File: config.mk
export PLATFORM = sky130hd
export DESIGN_NAME = bus_arbiter
export DESIGN_NICKNAME = d
export VERILOG_FILES = /design/src/rtl/bus_arbiter.sv
export SDC_FILE = /design/constraint.sdc
export NUM_CORES = 1
export LEC_CHECK = 0
export ABC_AREA = 1
export CORE_UTILIZATION = 57
export CTS_BUF_LIST = sky130_fd_sc_hd__clkbuf_4 sky130_fd_sc_hd__clkbuf_8
export CTS_CLUSTER_SIZE = 12
export DETAILED_ROUTE_END_ITERATION = 10
export GPL_TIMING_DRIVEN = 0
export PLACE_DENSITY = 0.82
export SYNTH_ARGS = -nofsm -noshare
export SYNTH_HDL_FRONTEND = slang
export SYNTH_SLANG_ARGS = --single-unit
File: constraint.sdc
create_clock -name clk -period 2.13 [get_ports clk]
set_input_delay 0.213 -clock clk [delete_from_list [all_inputs] [get_ports clk]]
set_output_delay 0.213 -clock clk [all_outputs]
set_load 0.05 [all_outputs]
File: src/rtl/bus_arbiter.sv
// rtl/bus_arbiter.sv - round-robin bus arbiter with split-transaction parking and owner timeout
module bus_arbiter #(
    parameter int NUM_MASTERS    = 2,
    parameter int NUM_SLAVES     = 3,
    parameter int TIMEOUT_CYCLES = 1024,
    localparam int MW = (NUM_MASTERS > 1) ? $clog2(NUM_MASTERS) : 1,
    localparam int SW = (NUM_SLAVES > 1) ? $clog2(NUM_SLAVES) : 1
) (
    input  logic                   clk,
    input  logic                   rst_n,
    input  logic [NUM_MASTERS-1:0] req,
    input  logic                   txn_done,
    input  logic                   split_req,
    input  logic [SW-1:0]          split_slave,
    input  logic [NUM_SLAVES-1:0]  split_ready,
    output logic [NUM_MASTERS-1:0] grant,
    output logic [MW-1:0]          owner,
    output logic                   bus_busy,
    output logic [NUM_MASTERS-1:0] split_pending,
    output logic                   timeout
);

    localparam int CW = (TIMEOUT_CYCLES > 0) ? $clog2(TIMEOUT_CYCLES + 1) : 1;
    localparam bit TO_EN = (TIMEOUT_CYCLES > 0);
    localparam logic [CW-1:0] TMAX = CW'(TIMEOUT_CYCLES);
    // Release fires on the edge that closes the TIMEOUT_CYCLES-th owned cycle.
    localparam logic [CW-1:0] TLIM = CW'((TIMEOUT_CYCLES > 0) ? TIMEOUT_CYCLES - 1 : 0);
    localparam logic [SW:0] NS_W = (SW + 1)'(NUM_SLAVES);

    typedef enum logic [1:0] {
        S_IDLE,
        S_OWNED,
        S_HANDOVER
    } state_t;

    state_t                 state;
    logic [SW-1:0]          pslave [NUM_MASTERS];
    logic [MW-1:0]          last;
    logic [CW-1:0]          cnt;
    logic [NUM_MASTERS-1:0] eligible;
    logic                   found;
    logic [MW-1:0]          win;
    logic                   ev_abort;
    logic                   ev_to;
    logic                   any_exit;
    logic                   timeout_only;
    logic                   rec_split;

    // A parked master may only compete again once its splitting slave is ready.
    always_comb begin
        eligible = '0;
        for (int i = 0; i < NUM_MASTERS; i++) begin
            eligible[i] = req[i] && (!split_pending[i] || split_ready[pslave[i]]);
        end
    end

    // Winner selection: resuming split masters by lowest index, else round-robin after last.
    always_comb begin
        int idx;
        found = 1'b0;
        win   = '0;
        idx   = 0;
        for (int i = 0; i < NUM_MASTERS; i++) begin
            if (!found && eligible[i] && split_pending[i]) begin
                found = 1'b1;
                win   = MW'(i);
            end
        end
        for (int off = 1; off <= NUM_MASTERS; off++) begin
            idx = int'(last) + off;
            if (idx >= NUM_MASTERS) begin
                idx = idx - NUM_MASTERS;
            end
            if (!found && eligible[idx[MW-1:0]]) begin
                found = 1'b1;
                win   = idx[MW-1:0];
            end
        end
    end

    // Exit events while owned; txn_done outranks split, split outranks abort, abort outranks timeout.
    always_comb begin
        ev_abort     = !req[owner];
        ev_to        = TO_EN && (cnt >= TLIM);
        any_exit     = txn_done || split_req || ev_abort || ev_to;
        timeout_only = ev_to && !txn_done && !split_req && !ev_abort;
        rec_split    = split_req && !txn_done && ({1'b0, split_slave} < NS_W);
    end

    // Arbiter state machine with registered grant/status outputs.
    always_ff @(posedge clk or negedge rst_n) begin
        if (!rst_n) begin
            state         <= S_IDLE;
            grant         <= '0;
            owner         <= '0;
            bus_busy      <= 1'b0;
            split_pending <= '0;
            timeout       <= 1'b0;
            last          <= MW'(NUM_MASTERS - 1);
            cnt           <= '0;
            for (int i = 0; i < NUM_MASTERS; i++) begin
                pslave[i] <= '0;
            end
        end else begin
            // A parked master that stops requesting gives up its split slot.
            for (int i = 0; i < NUM_MASTERS; i++) begin
                if (split_pending[i] && !req[i] && !grant[i]) begin
                    split_pending[i] <= 1'b0;
                end
            end
            case (state)
                S_IDLE: begin
                    timeout <= 1'b0;
                    if (found) begin
                        state              <= S_OWNED;
                        grant              <= NUM_MASTERS'(1) << win;
                        owner              <= win;
                        last               <= win;
                        bus_busy           <= 1'b1;
                        cnt                <= '0;
                        split_pending[win] <= 1'b0;
                    end
                end
                S_OWNED: begin
                    if (any_exit) begin
                        state   <= S_HANDOVER;
                        grant   <= '0;
                        timeout <= timeout_only;
                        if (rec_split) begin
                            split_pending[owner] <= 1'b1;
                            pslave[owner]        <= split_slave;
                        end
                    end else if (cnt != TMAX) begin
                        cnt <= cnt + CW'(1);
                    end
                end
                S_HANDOVER: begin
                    state    <= S_IDLE;
                    bus_busy <= 1'b0;
                    timeout  <= 1'b0;
                end
                default: begin
                    state <= S_IDLE;
                end
            endcase
        end
    end

endmodule

Word-level counts from Yosys, hierarchy flattened
Cells that the tools add are included.
{"block": "totals", "reg_bits": 25, "in_bits": 11, "output_inout_bits": 7, "wordCells": 135}
{"block": "op_classes", "magnitude_cmp": 14, "add_sub_neg": 5, "shift": 1, "n_mux": 46, "reduce_logical": 48, "bitwise_logic": 4, "eq_ne": 7}
{"cell": "$mux W11", "count": 3}
{"cell": "$mux W1", "count": 23}
{"cell": "$pmux W11 S2", "count": 1}
{"cell": "$logic_and A1 B1 Y1", "count": 19}
{"cell": "$mux W2", "count": 8}
{"cell": "$logic_not A1 Y1", "count": 12}
{"cell": "$pmux W2 S2", "count": 3}
{"cell": "$add A11 B1 Y11 const B", "count": 1}
{"cell": "$ge A11 B10 Y1 const B", "count": 1}
{"cell": "$ne A11 B11 Y1 const B", "count": 1}
{"cell": "$lt A1 B2 Y1 const B", "count": 4}
{"cell": "$ne A2 B2 Y1 const B", "count": 4}
{"cell": "$reduce_and A2 Y1", "count": 4}
{"cell": "$lt A2 B3 Y1 const B", "count": 2}
{"cell": "$reduce_and A3 Y1", "count": 2}
{"cell": "$reduce_bool A2 Y1", "count": 3}
{"cell": "$logic_or A1 B1 Y1", "count": 5}
{"cell": "$bmux W1 S2", "count": 2}
{"cell": "$bwmux W4", "count": 1}
{"cell": "$ge A2 B2 Y1 const B", "count": 2}
{"cell": "$pmux W1 S2", "count": 2}
{"cell": "$reduce_and A4 Y1", "count": 1}
{"cell": "$add A1 B2 Y3 const B", "count": 1}
{"cell": "$ge A3 B2 Y1 const B", "count": 1}
{"cell": "other kinds (16)", "count": 19}

Logic depth before layout (Yosys ltp)
Gate-level depths: netlist of run 1.
{"block": "depth", "word_depth": 24, "mapped_depth": 13}

Worst setup path after synthesis of run 1
Ideal clock, no wire load.
{"block": "synth_path", "kind": "register to register", "startpoint": "register split_pending[0]", "endpoint": "register cnt[5]", "slack_ps": 467, "stages_incl_launch_ff": 11, "synth_period_minus_slack_ps": 1663, "setup_time_ps": 116, "required_ps": 2014, "arrival_ps": 1546, "path_buffers": 1, "cell_sequence": "dfrtp_1 > nand2_1 > clkinv_1 > nand2_1 > nand3_1 > nand2_2 > o21ai_4 > nand2_4 > buf_6 > nand2_1 > nand2_1"}
{"block": "synth_via", "elab_chain_cells": 17}
{"element": "from (decl)", "line": "19", "rtl": "output logic [NUM_MASTERS-1:0] split_pending,"}
{"element": "from (signal assigned)", "line": "97", "rtl": "split_pending <= '0;"}
{"element": "from (signal, indexed assignment)", "line": "108", "rtl": "split_pending[i] <= 1'b0;"}
{"element": "from (signal, indexed assignment)", "line": "121", "rtl": "split_pending[win] <= 1'b0;"}
{"element": "$logic_not A1 Y1", "line": "53", "rtl": "eligible[i] = req[i] && (!split_pending[i] || split_ready[pslave[i]]);"}
{"element": "$logic_or A1 B1 Y1", "line": "53"}
{"element": "$logic_and A1 B1 Y1", "line": "53"}
{"element": "$logic_and A1 B1 Y1", "line": "64", "rtl": "if (!found && eligible[i] && split_pending[i]) begin"}
{"element": "$mux W1", "line": "64"}
{"element": "$logic_not A1 Y1", "line": "64"}
{"element": "$logic_and A1 B1 Y1 (2 in a row)", "line": "64"}
{"element": "$mux W1", "line": "64"}
{"element": "$logic_not A1 Y1", "line": "74", "rtl": "if (!found && eligible[idx[MW-1:0]]) begin"}
{"element": "$logic_and A1 B1 Y1", "line": "74"}
{"element": "$mux W1", "line": "74"}
{"element": "$logic_not A1 Y1", "line": "74"}
{"element": "$logic_and A1 B1 Y1", "line": "74"}
{"element": "$mux W1 *", "line": "74"}
{"element": "$ne A2 B2 Y1 (no source line) *"}
{"element": "$reduce_and A4 Y1 (no source line) *"}
{"element": "to (signal assigned)", "line": "134", "rtl": "cnt <= cnt + CW'(1);"}
{"element": "to (decl)", "line": "39", "rtl": "logic [CW-1:0] cnt;"}
Every way passes the cells marked *; elsewhere a longest branch is shown, timed or not. The select of a mux whose other input is x is not followed.
A chain may end at the register's enable or synchronous reset.

Worst setup path in the final report of run 1
{"block": "layout_path", "startpoint": "register split_pending[0]", "endpoint": "output port split_pending[0]"}
No word-level cell between the ends.

==> results of run 1 <==
[registers in the layout (all words and copies together), names as in the netlist]
signal         flops
timeout            1
grant              2
pslave             4
state              2
last               1
bus_busy           1
split_pending      2
cnt               11
owner              1
[layer usage]
layer	GRT usage, %	part of all wire (%)	up-vias
li1	-	-	637
met3	6.377	6.0	2
met1	35.85	45	589
met4	3.070	0.29	0
met5	0	0	-
met2	45.99	49	43
[layout by cell type, fill, tap and decap left out, drive strengths merged]
master / Yosys / final
o211ai: 1 / 1
clkinv: 3 / 3
inv: 23 / 23
xnor2: 1 / 1
dfstp: 1 / 1
nand3: 25 / 25
a211oi: 2 / 2
clkdlybuf4s50: 0 / 17
o21ai: 10 / 10
a21oi: 1 / 1
clkbuf: 0 / 4
ha: 2 / 2
xor2: 4 / 4
nor3b: 1 / 1
nor2: 18 / 18
nand3b: 3 / 3
o21bai: 1 / 1
o21a: 1 / 1
and3: 1 / 1
nand4: 3 / 3
buf: 3 / 3
dfrtp: 24 / 24
nand2: 54 / 54
nor3: 4 / 4
[kinds of logic after synthesis]
logic type,count (synthesis),synth area share (%)
xor+xnor,5,2.996
flops,25,42.89
compound gates,16,7.448
fa+ha+maj,2,1.712
simple gates,109,36.22
buf+inv,29,8.733
[power groups by stage]
stage | sequential [mW] | clock, mW | combinational, mW
after floorplan | 0.856 | 0 | 0.550
after global placement | 0.717 | 0 | 0.930
after detailed placement | 0.725 | 0 | 0.971
after CTS | 0.716 | 0.227 | 0.974
after global routing | 0.733 | 0.248 | 1.06
final | 0.717 | 0.229 | 0.980
[stage by stage]
step,util [%],instances,hold slack [ns]
final,73.18,235,0.4601
after global routing,73.18,235,0.5509
after CTS,73.18,235,0.5164
after global placement,71.88,231,0.4891
after floorplan,-,186,-0.08259
after detailed placement,71.88,231,0.4930
[path summary, 6_finish.rpt]
path | start | to | slack, ns | cells after the start
worst max-delay path | split_pending[0] | split_pending[0] | 0.27 | 1
worst min-delay path | rst_n | cnt[10] | 0.46 | 1
worst max register to register | cnt[0] | cnt[6] | 0.28 | 11
worst min register to register | pslave[3] | pslave[3] | 0.53 | 2
max in group asynchronous | rst_n | cnt[3] | 1.02 | 1
min in group clk | pslave[3] | pslave[3] | 0.53 | 2
[cell type report]
cell class	count	area share, %
flip-flops and latches	25	36.95
repair buffers	17	10.03
multi-input cells	132	41.67
plain buffers	3	1.770
inverters	26	5.752
well taps	28	2.065
clock buffers	4	1.770
==> reports/metrics.cfg, run 1 <==
[critical_path]
critical-path-slowest-cell = clkdlybuf4s50_1
required_ns = 1.92
arrival_ns = 1.65
criticalPathCategory = reg -> out
cpLargestDelayFamily = buffers and inverters
crit_path_cell_trace = clkdlybuf4s50_1
critPathCaptureType = primary output
path_buf_inv = 1
critPathMaxStageDelay_ns = 0.85
start_kind = flip-flop
cp_max_fo = 5

[power]
p_leak_nw = 0.8431
switchingPower_uw = 919.3
internal-power_mw = 1.007
ir_drop_mv = 0.8814
p_total_mw = 1.926
power.share.clock_pct = 11.9
p_sw_share_pct = 47.73
power_density_mw_per_mm2 = 1135
power_frac_comb_pct = 50.9
seqPwrFrac_pct = 37.2

[sta]
rsz0062_at_grt = no
tns_ns = 0
post-route-period-util_pct = 87.38
maxSlewHeadroom_pct = 27.29
worstMarginPinSlew_ns = 1.087
setup_viol = 0
min_period_ns = 1.861
max_freq_mhz = 537.3
finalHoldViolCount = 0
final_max_slew_viol_count = 0
worst_clock_skew_ns = 0.006904
setup_ws_ns = 0.2687

[finish]
final_cell_area_sq_mm = 0.001697
antenna_cells = 0
layout-drive-gt1-share_pct = 11.11
seqCellArea_sq_um = 626.9
areaGrowthSynthToFinish_pct = 16.10
fillers = 182
layout.nets = 221
multi_input_area_sq_um = 706.9

[synth]
synthesis.area_sq_mm = 0.001461
avgSynthCellArea_sq_um = 7.857
synth_top_cell_by_area = dfrtp_1
seq_area_frac_synth_pct = 42.89
yosysMostFrequentCell = nand2_1
syn-instance-count = 186
synth_area_leaders = dfrtp_1 41%, nand2_1 13%, nand3_1 8.2%, inv_1 5.1%, nor2_1 4.1%
synth_cell_types = 32
syn_nets = 199
synth-edff-count = 0
ys_ff_latch = 25
synth_top_area_share_pct = 41.10
synth_common_cells = 49 x nand2_1, 24 x dfrtp_1, 24 x nand3_1
ys.flop_type = dfrtp_1
async_flop_share_pct = 100.0
yosysWarnings = 0

[placed_design]
hpwlAfterDp_microns = 2345
gp_congestion = 0.8446
pre_cts_slack_ns = 0.2642
numPortBuffers = 17
placed_cell_area_sq_mm = 0.001667

[clock_tree]
ctsResizeCount = 0
cts_num_sinks = 25
ctsHtreeMaxLevel = 1
cts_root_buf = clkbuf_4
ctsHoldBuffers = 0
post-cts-setup-buffers = 0
numCtsBuffers = 3
cts.clk_slew.worst_paths_ns = 0.14
clk_path_buf_depth = 2
clk_latency_ns = 0.32
cts_tree = yes

[global_routing]
grt_pass1_vias = 1213
grt_start_max_net_pins = 26
track_usage_pct = 27.07
grt_pass1_wl_microns = 5430
antenna_found_initial = 0
grt_overflow = 0

[drt]
drt_iter0_markers = 41
vias = 1271
drtAntennaViolNets = 0
drcViolationCount = 0
wl_microns = 3114
dr.pass1.iters = 4
drt-wirelength-per-cell_microns = 13.25
routed_via_density = 5.409

[floorplanning]
die_w_microns = 52.64
std_cell_rows = 17
ioPinCount = 18
die_area_sq_mm = 0.002770
die_h_microns = 52.64
core_area_sq_mm = 0.002318
initial_core_util_pct = 63.03

[flow_run]
drv_cap = 0

[min_path]
hold_path.class = in -> async

[status]
status = complete, no violations

No activity file was read; power rests on OpenSTA's default activity.
==> run 2, diff against run 1 <==
- CORE_MARGIN: unset -> 1.5
- RECOVER_POWER: unset -> 25
==> run 2 against run 1 <==
Clock power fell by 3%. Routed wire length fell by 1.1%. Largest power group unchanged. Combinational power shrank 2%. Hold slack better by 0.063 ns. Cell area increased by 0.22%. Clock skew grew 0.0060 ns. Setup slack improved by 0.013 ns. Clock-buffer cell count unchanged. Total power decreased by 0.94%.
==> reports/metrics.cfg, run 2 (same netlist as run 1, synthesis figures left out) <==
[global_routing]
antenna_found_initial = 0  ; unchanged
track_usage_pct = 24.87  ; was 27.07%
grt_pass1_vias = 1285  ; was 1,213
grt_overflow = 0  ; unchanged
grt_pass1_wl_microns = 5147  ; was 5430 microns
grt_start_max_net_pins = 26  ; unchanged

[drt]
drt_iter0_markers = 23  ; was 41
drtAntennaViolNets = 0  ; unchanged
vias = 1278  ; was 1,271
routed_via_density = 5.392  ; was 5.409
dr.pass1.iters = 4  ; unchanged
drcViolationCount = 0  ; unchanged
drt-wirelength-per-cell_microns = 12.99  ; was 13.25 microns
wl_microns = 3079  ; was 3114 microns

[finish]
layout-drive-gt1-share_pct = 11.59  ; was 11.11%
reg.largest.list = cnt x11, pslave x4  ; unchanged
antenna_cells = 0  ; unchanged
top_register = cnt  ; unchanged
layout_common_cells = 49 x nand2_1, 24 x nand3_1, 23 x dfrtp_1  ; was 49 x nand2_1, 24 x nand3_1, 24 x dfrtp_1
fin_util_pct = 69.27  ; was 73.18%
layout.nets = 221  ; unchanged
final_common_cell = nand2_1  ; unchanged
layout.cells.non_filler = 237  ; was 235
largest_reg_flops = 11  ; unchanged
final_cell_area_sq_mm = 0.001700  ; was 0.001697 sq mm
areaGrowthSynthToFinish_pct = 16.35  ; was 16.10%

[critical_path]
r2r_cells = 10  ; was 11
cpLargestDelayFamily = simple AND/OR/NAND/NOR gates  ; was buffers and inverters
criticalPathCategory = reg -> reg  ; was reg -> out
reg2reg_slack_ns = 0.28  ; about the same
start_kind = flip-flop  ; unchanged
critPathMaxStageDelay_ns = 0.48  ; was 0.85 ns
crit_path_cell_trace = ha_1 > nand2_1 > nor3_1 > nand2_1 > nand2_2 > nand2_2 > nand2_1 > o21ai_0 > nand3_1 > nand2_1  ; was clkdlybuf4s50_1
critPathCaptureType = flip-flop  ; was primary output
setup.worst_path.start = cnt[0]  ; was split_pending[0]
cp.depth = 10  ; was 1
crit_path_frequent_cell = nand2_1
arrival_ns = 2.12  ; was 1.65 ns
r2r-end = grant[0]  ; was cnt[6]
critical-path-slowest-cell = dfrtp_2  ; was clkdlybuf4s50_1
required_ns = 2.40  ; was 1.92 ns
cp_max_fo = 6  ; was 5
critPathCapture = grant[0]  ; was split_pending[0]
path_buf_inv = 0  ; was 1
regToRegStartpoint = cnt[0]  ; unchanged

[sta]
max_freq_mhz = 541.0  ; was 537.3 MHz
worstMarginPinSlew_ns = 1.116  ; was 1.087 ns
setup_ws_ns = 0.2815  ; was 0.2687 ns
final_max_slew_viol_count = 0  ; unchanged
rsz0062_at_grt = no  ; unchanged
min_period_ns = 1.848  ; was 1.861 ns
maxSlewHeadroom_pct = 25.32  ; was 27.29%
worst_clock_skew_ns = 0.01288  ; was 0.006904 ns
finalHoldViolCount = 0  ; unchanged
tns_ns = 0  ; unchanged
post-route-period-util_pct = 86.78  ; was 87.38%
setup_viol = 0  ; unchanged
hold_ws_ns = 0.5229  ; was 0.4601 ns

[min_path]
hold_path.class = in -> reg  ; was in -> async

[power]
switchingPower_uw = 900.4  ; was 919.3 uW
power_frac_comb_pct = 50.4  ; was 50.9%
power.share.clock_pct = 11.7  ; was 11.9%
internal-power_mw = 1.008  ; was 1.007 mW
power_density_mw_per_mm2 = 1122  ; was 1135 mW/mm^2
p_leak_nw = 0.8422  ; was 0.8431 nW
p_total_mw = 1.908  ; was 1.926 mW
p_sw_share_pct = 47.19  ; was 47.73%
ir_drop_mv = 0.9876  ; was 0.8814 mV
seqPwrFrac_pct = 37.9  ; was 37.2%

[placed_design]
placed_cell_area_sq_mm = 0.001669  ; was 0.001667 sq mm
hpwlAfterDp_microns = 2376  ; was 2345 microns
numPortBuffers = 17  ; unchanged
gp_congestion = 0.8270  ; was 0.8446
dp.cells = 233  ; was 231
pre_cts_slack_ns = 0.3100  ; was 0.2642 ns

[floorplanning]
die_w_microns = 53.64  ; was 52.64 microns
die_h_microns = 53.64  ; was 52.64 microns
initial_core_util_pct = 59.53  ; was 63.03%
die_area_sq_mm = 0.002877  ; was 0.002770 sq mm
core_area_sq_mm = 0.002455  ; was 0.002318 sq mm
std_cell_rows = 18  ; was 17
ioPinCount = 18  ; unchanged

[clock_tree]
cts.clk_slew.worst_paths_ns = 0.13  ; was 0.14 ns
numCtsBuffers = 3  ; unchanged
cts_tree = yes  ; unchanged
ctsHoldBuffers = 0  ; unchanged
clk_latency_ns = 0.32  ; about the same
cts_num_sinks = 25  ; unchanged
ctsHtreeMaxLevel = 1  ; unchanged
clk_path_buf_depth = 2  ; unchanged
cts_root_buf = clkbuf_4  ; unchanged

[status]
status = complete, no violations  ; unchanged

[flow_run]
drv_cap = 0  ; unchanged

-- run 2: cell types whose count changed in the layout (fill, tap and decap cells not counted), sizes merged --
| cell | before | now |
|---|---|---|
| dlygate4sd3 | 0 | 2 |
| clkdlybuf4s50 | 17 | 15 |
-- run 2: tightest hold or removal path, delay by kind of cell --
| kind | cells | cell delay (ns) |
|---|---|---|
| AO/OA/AOI/OAI | 1 | 0.08 |
| buffers and inverters | 2 | 0.51 |
-- run 2: cell type report --
class	instances	area, sq um
fillers	199	754.5
multi-input cells	132	706.9
flip-flops and latches	25	628.1
repair buffers	17	170.2
inverters	26	97.59
well taps	30	37.54
clock buffers	4	30.03
plain buffers	3	30.03
-- run 2: worst min path at each step --
stage | startpoint | end | slack (ns) | cells past startpoint
after floorplan | rst_n | bus_busy | -0.08 | 0
after global placement | timeout | timeout | 0.49 | 2
after detailed placement | pslave[1] | pslave[1] | 0.50 | 2
after CTS | rst_n | bus_busy | 0.50 | 1
after global routing | timeout | timeout | 0.56 | 2
final | split_slave[0] | pslave[0] | 0.52 | 3
-- run 2: timing repair --
action                                  4_1_cts  5_1_grt
endpoints found under the setup margin        0        1
setup buffers                                 0        0
resized for setup                             0        1
-- run 2: per-layer routing --
layer  vias up  share of wire, %  routed length [microns]  global-route usage (%)
li1        635                 -                        -                       -
met1       611                42                     1294                   27.45
met2        25                54                     1658                   46.91
met3         7               2.3                       70                   2.500
met4         0               1.8                       55                   12.39
met5         -                 0                        0                       0
-- run 2: power groups by stage --
stage                     logic, mW  registers, mW  clock network [mW]
after floorplan               0.550          0.856                   0
after global placement        0.929          0.718                   0
after detailed placement      0.963          0.728                   0
after CTS                     0.970          0.718               0.232
after global routing           1.06          0.737               0.242
final                         0.962          0.723               0.223
==> run 3, diff against run 2 <==
- GPL_ROUTABILITY_DRIVEN: unset -> 0
==> results of run 3 <==
The final DEF is identical to that of run 2; final timing and power are the same.
